===== config.mk =====
export PLATFORM = sky130hd
export DESIGN_NAME = round_robin_arbiter_n
export DESIGN_NICKNAME = d
export VERILOG_FILES = /design/src/rtl/round_robin_arbiter_n.sv
export SDC_FILE = /design/constraint.sdc
export NUM_CORES = 1
export LEC_CHECK = 0
export ABC_AREA = 1
export CAP_MARGIN = 5
export CORE_MARGIN = 4
export CORE_UTILIZATION = 43
export DETAILED_ROUTE_END_ITERATION = 8
export GPL_ROUTABILITY_DRIVEN = 1
export PLACE_DENSITY = 0.83
export SKIP_LAST_GASP = 1
export SLEW_MARGIN = 20
export SYNTH_ARGS = -nofsm -noshare
export SYNTH_HDL_FRONTEND = slang
export SYNTH_SLANG_ARGS = --single-unit

===== constraint.sdc =====
create_clock -name clk -period 1.4 [get_ports clk]
set_input_delay 0.21 -clock clk [delete_from_list [all_inputs] [get_ports clk]]
set_output_delay 0.21 -clock clk [all_outputs]
set_load 0.05 [all_outputs]

===== src/rtl/round_robin_arbiter_n.sv =====
// round_robin_arbiter_n: sticky round-robin arbiter with registered grant; `define RRA_MAX_HOLD_EN adds a MAX_HOLD ownership limit
module round_robin_arbiter_n #(
  parameter int N = 4,
  parameter int MAX_HOLD = 8,
  localparam int IDXW = (N > 1) ? $clog2(N) : 1
) (
  input  logic            clk,
  input  logic            reset_n,
  input  logic            enable,
  input  logic [N-1:0]    incoming_requests,
  output logic [N-1:0]    grant_vector,
  output logic [IDXW-1:0] index,
  output logic            grant_valid
);
  if (N < 2 || N > 32 || MAX_HOLD < 1) begin : g_bad_cfg
    $error("round_robin_arbiter_n: N must be 2..32 and MAX_HOLD >= 1");
  end
  logic [IDXW-1:0] ptr, cand, win;
  logic found, keep, hold_hit, go_idle;
  always_comb begin
    win = ptr;
    cand = ptr;
    found = 1'b0;
    for (int k = N; k >= 1; k--) begin
      cand = IDXW'((32'(ptr) + 32'(k)) % N);
      if (incoming_requests[cand]) begin
        found = 1'b1;
        win = cand;
      end
    end
  end
`ifdef RRA_MAX_HOLD_EN
  localparam int HW = $clog2(MAX_HOLD + 1);
  logic [HW-1:0] hold_cnt;
  assign hold_hit = (hold_cnt >= HW'(MAX_HOLD)) && |(incoming_requests & ~grant_vector);
  always_ff @(posedge clk or negedge reset_n)
    if (!reset_n) hold_cnt <= '0;
    else if (go_idle) hold_cnt <= '0;
    else if (!keep) hold_cnt <= HW'(1);
    else if (hold_cnt < HW'(MAX_HOLD)) hold_cnt <= hold_cnt + HW'(1);
`else
  assign hold_hit = 1'b0;
`endif
  assign keep = grant_valid && incoming_requests[index] && !hold_hit;
  assign go_idle = !enable || (!keep && !found);
  always_ff @(posedge clk or negedge reset_n)
    if (!reset_n) begin
      grant_vector <= '0;
      index <= '0;
      grant_valid <= 1'b0;
      ptr <= IDXW'(N - 1);
    end else if (go_idle) begin
      grant_vector <= '0;
      index <= '0;
      grant_valid <= 1'b0;
    end else if (!keep) begin
      grant_vector <= N'(1) << win;
      index <= win;
      grant_valid <= 1'b1;
      ptr <= win;
    end
endmodule


==> results.cfg, run 1 <==
[yosys]
synthCells = 95
yosysWarnings = 0
synth_top_area_frac = 0.267
ys_top_cells_by_area = dfrtp_1 (27%), nand2_1 (20%), nand2_2 (11%)
synth_top_area_cell = dfrtp_1
ys_seq_elements = 9
avgSynthCellArea_um2 = 6.90
syn_nets = 102
synth_area_um2 = 656
ys_seq_area_frac = 0.347
ys_types = 18

[detailed_routing]
wl_mm = 1.69
vias_per_cell = 5.07
ant_nets = 0
firstDrtPassIters = 5
vias = 680
first_iter_violations = 25
wire_per_inst_um = 12.6
post-route-drc-count = 0

[floorplan]
num_rows = 13
start_util = 0.480
placeableCoreArea_um2 = 1370
dieArea_um2 = 2210
die_h_um = 47.0
io_pins = 14
die_x_um = 47.0

[timing]
slew_headroom = 0.721
tightest_slew_ps = 417
finalHoldViolCount = 0
final-max-slew-violation-count = 0
min_period_ps = 1560
rsz0062_at_grt = true
finClkSkew_ps = 7.95
setup-violations-final = 8
fmax_mhz = 640
period_share = 1.12
layout_setup_ws_ps = -163

[worst_setup_path]
path_class = register to register
cp_slowest_cell = dfstp_2
crit_path_frequent_cell = nand3_2
cp.arrival_ps = 1700
path_cells = buf_12 > nand2_1 > nand3_2 > buf_4 > nand3_2 > o21ai_4 > nor2_4 > inv_1 > o21ai_1
path_max_fanout = 5
start_kind = register
end_kind = register
cpPeakStageDelay_ps = 560
critical_path_required_ps = 1540

[clock_network]
cts-root-buf = clkbuf_4
numCtsBuffers = 3
cts_htree_levels = 1
clock_path_buffers = 2
insertion_delay_ps = 260
clkSinkCount = 9
path_clk_slew_ps = 60
cts_tree = built

[cells_and_area]
multi_input_area_um2 = 410
instances_no_fill = 134
fin_util = 0.757
num-nets-final = 127
area_growth_pct = 57.8
num-fill-cells = 101
diodes = 0
regArea_um2 = 229
drive_gt1_frac = 0.454
layout_common_cells = nand2_1 (31), inv_1 (12), nand2_2 (11)
final_common_cell = nand2_1

[global_route]
grt_max_degree = 10
grt_pass1_vias = 711
grt_first_pass_wirelength_mm = 2.82
overflow = 0
track_usage = 0.182
antenna_found_initial = 0

[placement]
dp_cells = 126
dp_hpwl_mm = 1.19
gp_congestion = 0.858
io_buffer_count = 13

[power]
power.density_nw_per_um2 = 2400
power_leakage_uw = 0.000535
total_power_uw = 2490
vdd.ir_drop.worst_v = 0.00141

[status]
outcome = complete, but fails checks
violations = setup timing

[job]
drv_cap = 0

[worst_hold_path]
hp-class = primary input to asynchronous set/reset pin
==> Yosys cell counts <==
cell	number
nand3_1	6
o21ai_2	4
o211ai_1	1
o21ai_0	1
o21ai_1	2
inv_1	13
buf_6	1
dfstp_2	2
inv_8	1
nand3_2	2
nor2_2	1
nor2_1	3
dfrtp_1	7
nand2_1	35
inv_2	2
inv_4	1
nand2_2	12
nand2_4	1
==> logic make-up after synthesis <==
logic type / synth area share
AND/OR/NAND/NOR: 0.435
flip-flops: 0.347
buffers and inverters: 0.130
AO/OA/AOI/OAI: 0.0878
==> worst paths after layout <==
kind	cells after the start	startpoint	slack [ps]	end
min in group clk	2	grant_vector[0]	550	grant_vector[0]
setup / recovery	9	ptr[0]	-160	index[1]
hold reg to reg	2	grant_vector[0]	550	grant_vector[0]
setup reg to reg	9	ptr[0]	-160	index[1]
max in group asynchronous	1	reset_n	820	ptr[1]
hold / removal	1	reset_n	250	grant_vector[1]
==> registers in the layout (all words and copies together) (netlist names) <==
name	cells
index	2
grant_valid	1
grant_vector	4
ptr	2
==> area by class of cell <==
cell class	instances	share of cell area
clock buffer	4	0.0254
tap	15	0.0181
multi-input combinational	68	0.397
timing repair buffer	21	0.267
inverter	17	0.0713
sequential	9	0.221
==> report_power, final <==
group	internal [uW]	switching, uW	total, uW	leakage, uW
clock	110	88.0	198	0.0000150
combinational	763	1030	1800	0.000408
sequential	378	114	492	0.000112
==> critical path, delay by kind of cell, from the launching register on <==
family | cells | cell delay [ps]
AO/OA/AOI/OAI | 2 | 260
buffers and inverters | 3 | 320
flip-flops | 1 | 560
AND/OR/NAND/NOR | 4 | 310
==> metrics by stage <==
step	instance area (um2)	setup WS, ps	TNS [ps]	hold WS (ps)
final	1030	-163	-1060	247
after global routing	1030	-255	-1780	261
after CTS	983	-111	-654	254
after detailed placement	895	-278	-1810	535
after global placement	895	-194	-1270	527
after floorplan	657	-2.88	-2.88	-85.6
==> routing by layer <==
| metal | routed length (um) | track usage | vias up |
|---|---|---|---|
| met5 | 0 | 0 | - |
| met4 | 43 | 0.160 | 0 |
| met3 | 91 | 0.0268 | 6 |
| met2 | 917 | 0.309 | 21 |
| met1 | 640 | 0.195 | 316 |
| li1 | - | - | 337 |
==> timing repair <==
item                                    CTS  global route
resized for setup                         8            12
endpoints found under the setup margin    8             8
hold buffers                              0             0
pin swaps                                 8             7
setup buffers                             3             1
(Power assumes the default switching activity.)
==> inputs of run 2 (changes only) <==
--- a/config.mk
+++ b/config.mk
@@ -7,7 +7,6 @@
 export LEC_CHECK = 0
 export ABC_AREA = 1
 export CAP_MARGIN = 5
-export CORE_MARGIN = 4
 export CORE_UTILIZATION = 43
 export DETAILED_ROUTE_END_ITERATION = 8
 export GPL_ROUTABILITY_DRIVEN = 1
==> run 2 against run 1 <==
The run still ends with setup timing left; utilization is 1.2 points lower; clock skew is 2.2 ps lower; hold slack worse by 7.0 ps; sequential share of layout area is 0.35 points higher; critical path type unchanged; critical endpoint unchanged; largest cell class unchanged.
==> results.cfg, run 2 (synthesized netlist as in run 1, its figures left out) <==
[status]
outcome = complete, but fails checks
violations = setup timing

[global_route]
grt_max_degree = 10
gr-usage-met1 = 0.220
grt_use_met2 = 0.340
grt_first_pass_wirelength_mm = 2.03
grt_pass1_vias = 514
busiest_layer = met2
track_usage = 0.183
use_met3 = 0.0326
overflow = 0
antenna_found_initial = 0

[timing]
period_share = 1.09
min_period_ps = 1520
fmax_mhz = 657
rsz0062_at_grt = true
slew_headroom = 0.738
setup-violations-final = 9
tightest_slew_ps = 392
finalHoldViolCount = 0
whs_ps = 240
finClkSkew_ps = 5.72
layout_setup_ws_ps = -123
final-max-slew-violation-count = 0

[floorplan]
start_util = 0.480
die_x_um = 41.0
io_pins = 14
die_h_um = 41.0
placeableCoreArea_um2 = 1370
num_rows = 13
dieArea_um2 = 1680

[power]
power.density_nw_per_um2 = 2390
vdd.ir_drop.worst_v = 0.00127
power_leakage_uw = 0.000524

[placement]
gp_congestion = 0.778
dp_hpwl_mm = 1.03
io_buffer_count = 13
dp_cells = 125

[detailed_routing]
wire_per_inst_um = 11.1
wl_mm = 1.47
first_iter_violations = 21
vias_per_cell = 4.74
vias = 630
ant_nets = 0
post-route-drc-count = 0
firstDrtPassIters = 4

[clock_network]
cts_htree_levels = 1
holdBufCountCts = 0
clkSinkCount = 9
insertion_delay_ps = 260
numCtsBuffers = 3
cts_tree = built
path_clk_slew_ps = 70
cts-root-buf = clkbuf_4
clock_path_buffers = 2

[cells_and_area]
instances_no_fill = 133
final_common_cell = nand2_1
largest-register = grant_vector
drive_gt1_frac = 0.441
layout_common_cells = nand2_1 (32), inv_1 (12), nand2_2 (11)
area_growth_pct = 55.3
largest_reg_flops = 4
num-nets-final = 126
reg_top3 = grant_vector: 4 flops, index: 2 flops, ptr: 2 flops
diodes = 0

[worst_setup_path]
critical_path_required_ps = 1540
path_max_fanout = 7
end_kind = register
start_kind = register
path_class = register to register
cp.arrival_ps = 1660

[worst_hold_path]
hp-class = primary input to asynchronous set/reset pin

[job]
drv_cap = 0
[run 2: repair_timing]
item / 4_1_cts / 5_1_grt
gates resized for setup: 3 / 13
endpoints found under the setup margin: 8 / 8
pin swaps: 3 / 4
setup buffers: 2 / 2
[run 2: report_power, final]
group          leakage (uW)  internal (uW)  switching [uW]
sequential         0.000112            378             113
clock             0.0000150            110            90.5
combinational      0.000397            741             998
[run 2: final cells by class]
cell class,instances,area (um2)
Sequential cell,9,229
Clock buffer,4,26.3
Inverter,17,73.8
Fill cell,101,348
Timing Repair Buffer,20,265
Tap cell,15,18.8
Multi-Input combinational cell,68,405
[run 2: critical path, stage by stage (launching register included)]
cell     delay (ps)
dfstp_2         550
buf_12          120
inv_8            50
nand2_4          50
nand2_2          60
nand2_2          90
nand3_4          90
o21ai_4         210
nor2_2           60
inv_1            60
o21ai_1          60
[run 2: layer usage]
metal	up-vias	wire length (um)	part of all wire
li1	335	-	-
met1	283	671	0.46
met2	12	768	0.52
met3	0	34	0.023
met4	0	0	0
met5	-	0	0
[run 2: per-stage QoR]
| step | setup WS (ps) | total power (uW) | util | area (um2) | setup TNS [ps] |
|---|---|---|---|---|---|
| 6_report | -123 | 2430 | 0.745 | 1020 | -810 |
| 5_1_grt | -193 | 2570 | 0.745 | 1020 | -1380 |
| 4_1_cts | -95.4 | 2260 | 0.696 | 951 | -589 |
| 3_5_place_dp | -209 | 1920 | 0.649 | 887 | -1420 |
| 3_3_place_gp | -211 | 1890 | 0.649 | 887 | -1370 |
| 2_1_floorplan | -2.88 | 1460 | - | 657 | -2.88 |
[run 2: path summary, 6_finish.rpt]
check | from | endpoint | cells past startpoint | slack, ps
min in group clk | grant_vector[3] | grant_vector[3] | 2 | 550
max reg2reg | ptr[0] | index[1] | 10 | -120
min | reset_n | grant_vector[3] | 1 | 240
min reg2reg | grant_vector[3] | grant_vector[3] | 2 | 550
max | ptr[0] | index[1] | 10 | -120
max in group asynchronous | reset_n | ptr[0] | 1 | 850
